`config.mk`:
```
export PLATFORM = sky130hd
export DESIGN_NAME = pixel_stream_gen
export DESIGN_NICKNAME = d
export VERILOG_FILES = /design/src/rtl/day_plan_pkg.sv /design/src/rtl/rect_hit_test.sv /design/src/rtl/pixel_stream_gen.sv
export SDC_FILE = /design/constraint.sdc
export NUM_CORES = 2
export LEC_CHECK = 0
export CELL_PAD_IN_SITES_DETAIL_PLACEMENT = 0
export CELL_PAD_IN_SITES_GLOBAL_PLACEMENT = 2
export CORE_AREA = 2 2 337 339
export CTS_BUF_LIST = sky130_fd_sc_hd__clkbuf_4 sky130_fd_sc_hd__clkbuf_8
export CTS_CLUSTER_DIAMETER = 120
export DETAILED_ROUTE_END_ITERATION = 12
export DIE_AREA = 0 0 339 341
export GPL_ROUTABILITY_DRIVEN = 0
export PLACE_DENSITY_LB_ADDON = 0.3
export SLEW_MARGIN = 15
export SYNTH_ARGS = -nofsm -noshare
export SYNTH_HDL_FRONTEND = slang
export SYNTH_SLANG_ARGS = --single-unit
```
`constraint.sdc`:
```
create_clock -name clk -period 5.9 [get_ports clk]
set_input_delay 0.885 -clock clk [delete_from_list [all_inputs] [get_ports clk]]
set_output_delay 0.885 -clock clk [all_outputs]
set_load 0.02 [all_outputs]
```
`src/rtl/day_plan_pkg.sv`:
```
// day_plan_pkg: shared types and constants for the day-plan pixel generator.
package day_plan_pkg;

    localparam int H_ACTIVE_DEF = 800;
    localparam int V_ACTIVE_DEF = 480;

    // Bound widths of the rectangle coordinates and colour word
    localparam int XW = 10;
    localparam int YW = 9;
    localparam int CW = 16;

    // Grid overlay colour, pitch and modulo-counter widths
    localparam logic [CW-1:0] GRID_COLOR   = 16'h8410;
    localparam int            GRID_X_PITCH = 100;
    localparam int            GRID_Y_PITCH = 40;
    localparam int            GXW          = 7;
    localparam int            GYW          = 6;

    typedef struct packed {
        logic          en;
        logic [XW-1:0] x0;
        logic [XW-1:0] x1;
        logic [YW-1:0] y0;
        logic [YW-1:0] y1;
        logic [CW-1:0] color;
    } rect_t;

    typedef enum logic {
        ACTIVE = 1'b0,
        DONE   = 1'b1
    } gen_state_t;

endpackage

```
`src/rtl/rect_hit_test.sv`:
```
// rect_hit_test: combinational priority hit test of one pixel against all
// rectangle slots; the lowest-index enabled slot containing the pixel wins.
module rect_hit_test
    import day_plan_pkg::*;
#(
    parameter int NUM_RECTS = 8
) (
    input  logic [XW-1:0]              i_x,
    input  logic [YW-1:0]              i_y,
    input  rect_t [NUM_RECTS-1:0]      i_rects,
    output logic                       o_hit,
    output logic [CW-1:0]              o_color
);

    // Scan from the highest slot down so the lowest matching index is the last writer.
    // Inverted bounds (x0>x1 or y0>y1) can never satisfy both compares.
    always_comb begin
        o_hit   = 1'b0;
        o_color = '0;
        for (int i = NUM_RECTS - 1; i >= 0; i--) begin
            if (i_rects[i].en &&
                (i_rects[i].x0 <= i_x) && (i_x <= i_rects[i].x1) &&
                (i_rects[i].y0 <= i_y) && (i_y <= i_rects[i].y1)) begin
                o_hit   = 1'b1;
                o_color = i_rects[i].color;
            end
        end
    end

endmodule

```
`src/rtl/pixel_stream_gen.sv`:
```
// pixel_stream_gen: row-major raster scan emitting one RGB565 word per pixel,
// each pixel held for two accepted beats. Rectangles are double-banked so a
// frame never tears. Optional grid overlay: define GRID_OVERLAY_EN.
module pixel_stream_gen
    import day_plan_pkg::*;
#(
    parameter int            H_ACTIVE      = H_ACTIVE_DEF,
    parameter int            V_ACTIVE      = V_ACTIVE_DEF,
    parameter int            NUM_RECTS     = 8,
    parameter logic [CW-1:0] BG_COLOR      = 16'h0000,
    parameter int            BEATS_PER_PIX = 2
) (
    input  logic                          clk,
    input  logic                          rst,
    input  logic                          ready,
    input  logic                          frame_sync,
    output logic                          valid,
    output logic [CW-1:0]                 dataOut,
    input  logic                          rect_we,
    input  logic [$clog2(NUM_RECTS)-1:0]  rect_idx,
    input  logic                          rect_en,
    input  logic [XW-1:0]                 rect_x0,
    input  logic [XW-1:0]                 rect_x1,
    input  logic [YW-1:0]                 rect_y0,
    input  logic [YW-1:0]                 rect_y1,
    input  logic [CW-1:0]                 rect_color,
    output logic                          frame_err
);

    localparam logic [XW-1:0] X_LAST     = XW'(H_ACTIVE - 1);
    localparam logic [YW-1:0] Y_LAST     = YW'(V_ACTIVE - 1);
    localparam logic          LAST_PHASE = 1'(BEATS_PER_PIX - 1);
`ifdef GRID_OVERLAY_EN
    localparam logic [GXW-1:0] GX_LAST   = GXW'(GRID_X_PITCH - 1);
    localparam logic [GYW-1:0] GY_LAST   = GYW'(GRID_Y_PITCH - 1);
    // Pixel (0,0) sits on both grid lines
    localparam logic [CW-1:0]  RST_COLOR = GRID_COLOR;
`else
    localparam logic [CW-1:0]  RST_COLOR = BG_COLOR;
`endif

    gen_state_t            r_state, w_state_nxt;
    logic [XW-1:0]         r_x, w_x_nxt;
    logic [YW-1:0]         r_y, w_y_nxt;
    logic                  r_phase, w_phase_nxt;
    logic                  r_valid, w_valid_nxt;
    logic [CW-1:0]         r_data;
    logic                  r_err;
    rect_t [NUM_RECTS-1:0] r_shadow, r_active, w_bank;
    rect_t                 w_wr_rect;
    logic                  w_acc, w_adv, w_last, w_ld, w_copy, w_err_set;
    logic                  w_hit;
    logic [CW-1:0]         w_hit_color, w_color;
`ifdef GRID_OVERLAY_EN
    logic [GXW-1:0]        r_xm, w_xm_nxt;
    logic [GYW-1:0]        r_ym, w_ym_nxt;
`endif

    assign w_acc  = r_valid && ready && (r_state == ACTIVE);
    assign w_adv  = w_acc && (r_phase == LAST_PHASE);
    assign w_last = w_adv && (r_x == X_LAST) && (r_y == Y_LAST);

    assign w_wr_rect = '{en: rect_en, x0: rect_x0, x1: rect_x1,
                         y0: rect_y0, y1: rect_y1, color: rect_color};

    // At restart the (0,0) colour must come from the bank being loaded
    assign w_bank = w_copy ? r_shadow : r_active;

    // State register
    always_ff @(posedge clk) begin
        if (rst) r_state <= ACTIVE;
        else     r_state <= w_state_nxt;
    end

    // Next state: a frame_sync on the final acceptance restarts instead of stopping
    always_comb begin
        w_state_nxt = r_state;
        case (r_state)
            ACTIVE:  if (!frame_sync && w_last) w_state_nxt = DONE;
            DONE:    if (frame_sync) w_state_nxt = ACTIVE;
            default: w_state_nxt = ACTIVE;
        endcase
    end

    // Counter/output control: restart beats everything, else step on acceptance
    always_comb begin
        w_x_nxt     = r_x;
        w_y_nxt     = r_y;
        w_phase_nxt = r_phase;
        w_valid_nxt = r_valid;
        w_ld        = 1'b0;
        w_copy      = 1'b0;
        w_err_set   = 1'b0;
        if (frame_sync) begin
            w_copy      = 1'b1;
            w_x_nxt     = '0;
            w_y_nxt     = '0;
            w_phase_nxt = 1'b0;
            w_valid_nxt = 1'b1;
            w_ld        = 1'b1;
            w_err_set   = (r_state == ACTIVE) && !w_last;
        end else if (w_adv) begin
            w_phase_nxt = 1'b0;
            w_ld        = 1'b1;
            if (r_x == X_LAST) begin
                w_x_nxt = '0;
                if (r_y == Y_LAST) begin
                    w_y_nxt     = '0;
                    w_valid_nxt = 1'b0;
                end else begin
                    w_y_nxt = r_y + 1'b1;
                end
            end else begin
                w_x_nxt = r_x + 1'b1;
            end
        end else if (w_acc) begin
            w_phase_nxt = ~r_phase;
        end
    end

`ifdef GRID_OVERLAY_EN
    // Grid modulo counters track x/y so no divider is needed
    always_comb begin
        w_xm_nxt = r_xm;
        w_ym_nxt = r_ym;
        if (frame_sync) begin
            w_xm_nxt = '0;
            w_ym_nxt = '0;
        end else if (w_adv) begin
            if (r_x == X_LAST) begin
                w_xm_nxt = '0;
                if (r_y == Y_LAST)     w_ym_nxt = '0;
                else if (r_ym == GY_LAST) w_ym_nxt = '0;
                else                   w_ym_nxt = r_ym + 1'b1;
            end else begin
                w_xm_nxt = (r_xm == GX_LAST) ? '0 : r_xm + 1'b1;
            end
        end
    end

    // Grid modulo registers
    always_ff @(posedge clk) begin
        if (rst) begin
            r_xm <= '0;
            r_ym <= '0;
        end else begin
            r_xm <= w_xm_nxt;
            r_ym <= w_ym_nxt;
        end
    end
`endif

    rect_hit_test #(.NUM_RECTS(NUM_RECTS)) u_hit (
        .i_x     (w_x_nxt),
        .i_y     (w_y_nxt),
        .i_rects (w_bank),
        .o_hit   (w_hit),
        .o_color (w_hit_color)
    );

    // Colour of the next pixel: rectangles over grid over background
    always_comb begin
        w_color = BG_COLOR;
`ifdef GRID_OVERLAY_EN
        if ((w_xm_nxt == '0) || (w_ym_nxt == '0)) w_color = GRID_COLOR;
`endif
        if (w_hit) w_color = w_hit_color;
    end

    // Datapath registers; dataOut only reloads when the pixel changes
    always_ff @(posedge clk) begin
        if (rst) begin
            r_x     <= '0;
            r_y     <= '0;
            r_phase <= 1'b0;
            r_valid <= 1'b1;
            r_data  <= RST_COLOR;
            r_err   <= 1'b0;
        end else begin
            r_x     <= w_x_nxt;
            r_y     <= w_y_nxt;
            r_phase <= w_phase_nxt;
            r_valid <= w_valid_nxt;
            if (w_ld)      r_data <= w_color;
            if (w_err_set) r_err  <= 1'b1;
        end
    end

    // Banks: a write coinciding with the copy lands in shadow after the copy
    always_ff @(posedge clk) begin
        if (rst) begin
            r_shadow <= '0;
            r_active <= '0;
        end else begin
            if (w_copy)  r_active           <= r_shadow;
            if (rect_we) r_shadow[rect_idx] <= w_wr_rect;
        end
    end

    assign valid     = r_valid;
    assign dataOut   = r_data;
    assign frame_err = r_err;

endmodule

```
## Word level (Yosys, flattened, before mapping)

Index checks and enable logic that the tools add are counted.

- Reductions and logical operators: 45
- $add $sub $neg: 2
- Equal/unequal tests: 2
- Magnitude comparators: 34
- Mux-type cells: 35
- Bitwise logic cells: 2

Operator list:

| cell | count |
|---|---|
| $bwmux 440 | 1 |
| $mux 440 | 1 |
| $demux 55 s3 | 1 |
| $le 10x10->1 | 16 |
| $le 9x9->1 | 16 |
| $mux 16 | 9 |
| $mux 55 | 1 |
| $logic_and 1x1->1 | 40 |
| $mux 9 | 4 |
| $mux 10 | 3 |
| $mux 1 | 14 |
| $add 10x1->10 const B | 1 |
| $eq 10x10->1 const B | 1 |
| $add 9x1->9 const B | 1 |
| $eq 9x9->1 const B | 1 |
| $lt 3x4->1 const B | 1 |
| $ge 3x1->1 const B | 1 |
| $reduce_and 3->1 | 1 |
| $reduce_or 3->1 | 1 |
| $logic_not 1->1 | 2 |
| $not 1->1 | 2 |
| $pmux 1 s2 | 1 |
| $reduce_or 2->1 | 1 |

- Word-level logic and storage cells: 223
- Bits of input ports: 63
- Flip-flop bits (word level): 919
- Output and inout bits: 18

## Depth between registers and ports, before layout

- Word-level depth: 19
- Gate-level depth with buffers: 25
- Gate-level depth less buffers: 20

## Modules after synthesis

Synthesis repeated with hierarchy kept, for this count alone.

- Cell total of the unflattened synthesis: 4,753
- Area total of the unflattened synthesis: 42,553.3 um^2

Modules (own cells, without submodules):

| module | seq. area each (um^2) | cells an instance | area each (um^2) | instances |
|---|---|---|---|---|
| pixel_stream_gen | 18,397.6 | 3,616 | 34,066.4 | 1 |
| rect_hit_test | 0.0 | 1,137 | 8,486.9 | 1 |

## Worst setup path before layout

Ideal clock, no wire load.

- Path type: input to register
- From: input frame_sync
- To: register r_data[10], in the netlist dataOut[10]
- Stages on the path: 25
- Slack: -0.040 ns
- Required time: 5.813 ns
- Library setup time: 0.087 ns
- Data arrival time: 5.853 ns
- Path buffers: 11
- Cells stage by stage: buf_4 buf_2 buf_4 buf_4 buf_4 buf_2 clkbuf_1 buf_2 buf_2 nor2_1 nand2_1 inv_1 ha_1 o21ai_0 a21oi_1 o21a_1 o41ai_1 a21oi_1 or4_1 clkbuf_1 and4_1 nand4_4 o21bai_2 buf_6 nor4b_2

- Elaborated cells on any way between the ends: 86
- Classes of those cells: order compare (32); mux (22); reduce/logical (32)

RTL lines:

| what | RTL line | text |
|---|---|---|
| start, declared | pixel_stream_gen.sv:16 | `input logic frame_sync,` |
| $mux 9 (*) | pixel_stream_gen.sv:94 | `if (frame_sync) begin` |
| net u_hit.i_y[2] | rect_hit_test.sv:9 | `input logic [YW-1:0] i_y,` |
| $le 9x9->1 | rect_hit_test.sv:23 | `(i_rects[i].y0 <= i_y) && (i_y <= i_rects[i].y1)) begin` |
| $logic_and 1x1->1 | rect_hit_test.sv:22 | `(i_rects[i].x0 <= i_x) && (i_x <= i_rects[i].x1) &&` |
| $logic_and 1x1->1 | rect_hit_test.sv:23 |  |
| $mux 16 or $mux 1 (tied branches) (8 in a row) | rect_hit_test.sv:21 | `if (i_rects[i].en &&` |
| $mux 16 (*) | pixel_stream_gen.sv:167 | `if (w_hit) w_color = w_hit_color;` |
| end signal, assigned | pixel_stream_gen.sv:184 | `if (w_ld) r_data <= w_color;` |
| end, declared | pixel_stream_gen.sv:47 | `logic [CW-1:0] r_data;` |

Mark *: on every way through the listed nets, which the timed path passes. The rest lies on a longest branch.
A chain may end at the register's enable or synchronous reset.

## Worst setup path in the final report

- From: input ready
- To: register r_data[15], in the netlist dataOut[15]

- Cells in the longest elaborated chain, start to end: 19
- Elaborated cells on any way between the ends: 90
- Classes of those cells: order compare (32); mux (23); reduce/logical (35)

RTL lines:

| what | RTL line | text |
|---|---|---|
| start, declared | pixel_stream_gen.sv:15 | `input logic ready,` |
| $logic_and 1x1->1 (*) (2 in a row) | pixel_stream_gen.sv:59 | `assign w_acc = r_valid && ready && (r_state == ACTIVE);` |
| $logic_and 1x1->1 (*) | pixel_stream_gen.sv:60 | `assign w_adv = w_acc && (r_phase == LAST_PHASE);` |
| $mux 10 | pixel_stream_gen.sv:102 | `end else if (w_adv) begin` |
| $mux 10 | pixel_stream_gen.sv:94 |  |
| $le 10x10->1 | rect_hit_test.sv:22 |  |
| $logic_and 1x1->1 | rect_hit_test.sv:21 |  |
| $logic_and 1x1->1 (2 in a row) | rect_hit_test.sv:22 |  |
| $logic_and 1x1->1 | rect_hit_test.sv:23 |  |
| $mux 16 or $mux 1 (tied branches) (8 in a row) | rect_hit_test.sv:21 |  |
| $mux 16 | pixel_stream_gen.sv:167 |  |

Every way passes the cells marked *; elsewhere a longest branch is shown, timed or not.

==> reports/results.tsv <==
metric	value	unit
outcome	complete, no violations	
Reg power frac	46.7	%
Distinct cells, synth	85	
clock share of power	46.1	%
Slew Viols, Final	0	
FF-to-FF End	dataOut[15]$_SDFFE_PP0P_	
Synth Net Count	5032	
M2 GR Usage	34.9	%
P_int	10.2	mW
Psw	3.37	mW
overall power	13.6	mW
ratio of cells with drive above 1 in the final layout	13.5	%
Crit path required time	6.65	ns
final worst-path cycle share	90.9	%
Remaining DRCs	0	
Leak Pwr	19.3	nW
slowest CP cell	clkdlybuf4s50_1	
Max stage delay on crit path	0.62	ns
Critical Path Start	ready	
first-pass GRT wire length	199	mm
hold crit path type	register to register	
row cnt	123	
htree depth	4	
Fin Setup TNS	0	ns
worst-path fanout max	12	
final net count	5115	
Vert. Die Dim	341	um
cts hold-fix bufs	0	
DR vias/cell	5.11	
most used routing layer	met2	
power per cell area	286	nW/um^2
minimum clock period	5.36	ns
clk_lat worst skew	0.84	ns
synth-to-layout area growth	15.6	%
final setup skew	0.0328	ns
Die Footprint	116000	um^2
cell count after synthesis	4680	
final setup vio count	0	
Synth Flop Type	dfxtp_1	
Die X	339	um
vias in the first global route	31500	
largest net degree at the start of global routing	213	
Peak VDD IR	0.203	mV
final hold viol count	0	
initial antenna violation count	4	
DRT antenna net count	0	
DR WL/cell	20.6	um
Routed WL	131	mm
syn avg cell area	8.79	um^2
Placement Setup Slack	-0.426	ns
ys async rst share	0	%
synthesized area	41100	um^2
Max clock buf depth	3	
Total GRT Usage	22.4	%
PortBufs	80	
Starting Density	36.8	%
worst r2r path cells	22	
CTS Sinks	919	
Post-synth EDFFs	0	
hold path start	r_shadow[271]$_SDFFE_PP0P_	
Sw Ratio	24.8	%
worst endpoint data arrival time	6.11	ns
slack of the worst reg-to-reg path	0.58	ns
RSZ-0062 raised after global routing	false	
Final WS setup	0.535	ns
Max Freq	186	MHz
Seq/Total Area, Yosys	44.7	%
via count	32600	
Worst Setup EP	dataOut[15]$_SDFFE_PP0P_	
GR Util met1	32.1	%
post-synthesis register bit count	919	
Syn. warnings	0	
CP Cell Sequence	clkdlybuf4s50_1 > and4b_1 > nand3_1 > nor2_2 > and4_1 > nand4_1 > nor3b_1 > nor2_1 > nand2_1 > buf_4 > ha_1 > a2111oi_0 > a211o_1 > a31o_2 > a21oi_1 > a211oi_1 > buf_4 > o2111ai_2 > buf_12 > or2_2 > o211ai_1 > a31oi_1 > nor4b_1	
CP most frequent cell	buf_4	
Ports	81	
total CTS buffers	165	
Worst-Margin Slew	1.20	ns
Detailed Routing Iterations Pass 1	8	
Max Cap Viol	0	
Core Area	112000	um^2
Root Buffer	clkbuf_8	
HPWL after DPL	83.9	mm
Slew Limit Headroom	19.7	%
Gate power share	7.2	%
Setup crit end kind	register	
grt total ovfl	0	
CTS tree	done	
Reg-to-Reg Start	r_x[4]$_SDFF_PP0_	
1st-iter DRT viols	2393	
clk slew on worst S/H paths	0.06	ns
Worst Setup Path Type	input pin to register	
Startpoint Class	input pin	
global routing usage on met3	3.78	%
## kinds of logic (layout without fill, tap and decap cells)
family / count (synthesis) / count (layout) / share of synthesized area, %
simple gates: 1790 / 1790 / 19.1
fa+ha+maj: 292 / 292 / 8.86
buf+inv: 383 / 587 / 3.89
other cells: 0 / 1 / 0
compound gates: 835 / 835 / 11.8
flops: 919 / 919 / 44.7
mux: 437 / 437 / 11.1
xor+xnor: 24 / 24 / 0.544
## layout make-up
type                            count  area, um^2
Fill cell                       11100       64300
Multi-Input combinational cell   3378       21300
Sequential cell                   919       18400
Clock buffer                      266        3270
Timing Repair Buffer              246        2320
Tap cell                         1500        1880
Inverter                           53         201
Clock inverter                     22         193
Antenna cell                        1        2.50
## registers in the layout, indices dropped and copies added, names as in the netlist
| signal | count |
|---|---|
| r_active | 440 |
| r_shadow | 440 |
| dataOut | 16 |
| r_x | 10 |
| r_y | 9 |
| frame_err | 1 |
| r_phase | 1 |
| r_state | 1 |
| valid | 1 |
## critical path, delay by kind of cell
kind                     cells  cell delay (ns)
AO/OA/AOI/OAI                8             1.56
AND/OR/NAND/NOR             10             2.25
adder cells (fa/ha/maj)      1             0.25
buffers and inverters        4             1.14
## synthesized netlist by cell type, types with 10 or more instances
master    instances  share of area, %
and3_1           11              0.17
dfxtp_1         919                45
a21oi_1         556               6.8
clkbuf_1        220               2.0
buf_2            31              0.38
nand2_1         973               8.9
a211o_1          12              0.26
and4_1           10              0.21
nor2_1          377               3.4
inv_1            50              0.46
o211ai_1         26              0.47
a211oi_1         21              0.38
o21a_1           13              0.24
nor3_1           31              0.38
nor4_1           15              0.23
mux2_2          157               4.3
clkbuf_2         50              0.61
a21o_1           32              0.58
mux2i_1         280               6.8
xnor2_1          17              0.36
nand4_1          45              0.68
nor2b_1         181               2.8
nand2b_1         21              0.32
a31oi_1          17              0.26
o21ai_0          64              0.78
buf_1            18              0.16
nand3_1          57              0.69
ha_1            289               8.8
o221ai_1         20              0.43
or3_1            22              0.33
## layer usage
metal | routed length [um] | share of wire [%] | vias up
li1 | - | - | 16200
met1 | 65400 | 50 | 15600
met2 | 57800 | 44 | 638
met3 | 5750 | 4.4 | 182
met4 | 2460 | 1.9 | 0
met5 | 0 | 0 | -
## worst min path at each step
stage,cells past startpoint,end,slack (ns)
after floorplan,2,r_shadow[100]$_SDFFE_PP0P_,0.43
after global placement,2,r_shadow[376]$_SDFFE_PP0P_,0.44
after detailed placement,2,r_shadow[271]$_SDFFE_PP0P_,0.44
after CTS,2,r_shadow[271]$_SDFFE_PP0P_,0.45
after global routing,2,r_shadow[49]$_SDFFE_PP0P_,0.47
final,2,r_shadow[271]$_SDFFE_PP0P_,0.45
## power groups by stage
stage | sequential, mW | combinational (mW) | clock (mW)
after global routing | 6.35 | 1.06 | 6.72
after floorplan | 6.47 | 0.603 | 0
after detailed placement | 6.48 | 0.981 | 0
after global placement | 6.48 | 0.979 | 0
final | 6.35 | 0.978 | 6.26
after CTS | 6.35 | 0.985 | 6.43
## stage by stage
step / hold slack [ns] / util (%) / cell area [um^2] / std cells
after global routing: 0.466 / 42.5 / 47600 / 6385
after CTS: 0.453 / 42.5 / 47600 / 6384
final: 0.449 / 42.5 / 47600 / 6385
after detailed placement: 0.443 / 39.4 / 44100 / 6096
after global placement: 0.439 / 39.4 / 44100 / 6096
after floorplan: 0.433 / - / 41100 / 4680
## placed cells by master (no fill, tap or decap), drive strengths merged, types with 6 or more instances in the layout
master and count:
buf 168, a221oi 6, nor2b 181, o211ai 26, and3 11, xor2 6, o21ai 64, ha 289
and4 10, o211a 9, xnor2 17, a211oi 24, o221ai 20, clkdlybuf4s50 78, nor3b 9, nand2 973
a2111oi 6, o22ai 9, and2 9, nor3 31, or3 22, mux2 157, a21boi 6, a21o 32
nor2 377, clkbuf 266, nand3 58, nor4 18, o21a 13, dfxtp 919, a21oi 556, clkinv 11
a211o 12, nand2b 21, inv 57, nand4 46, a31oi 17, mux2i 280
## what timing repair did
item                       CTS  global route
resized for setup            0             3
buffers inserted             0             0
hold endpoints to repair     0             0
setup endpoints to repair    0             9
Power figures use the tool's default switching activity.
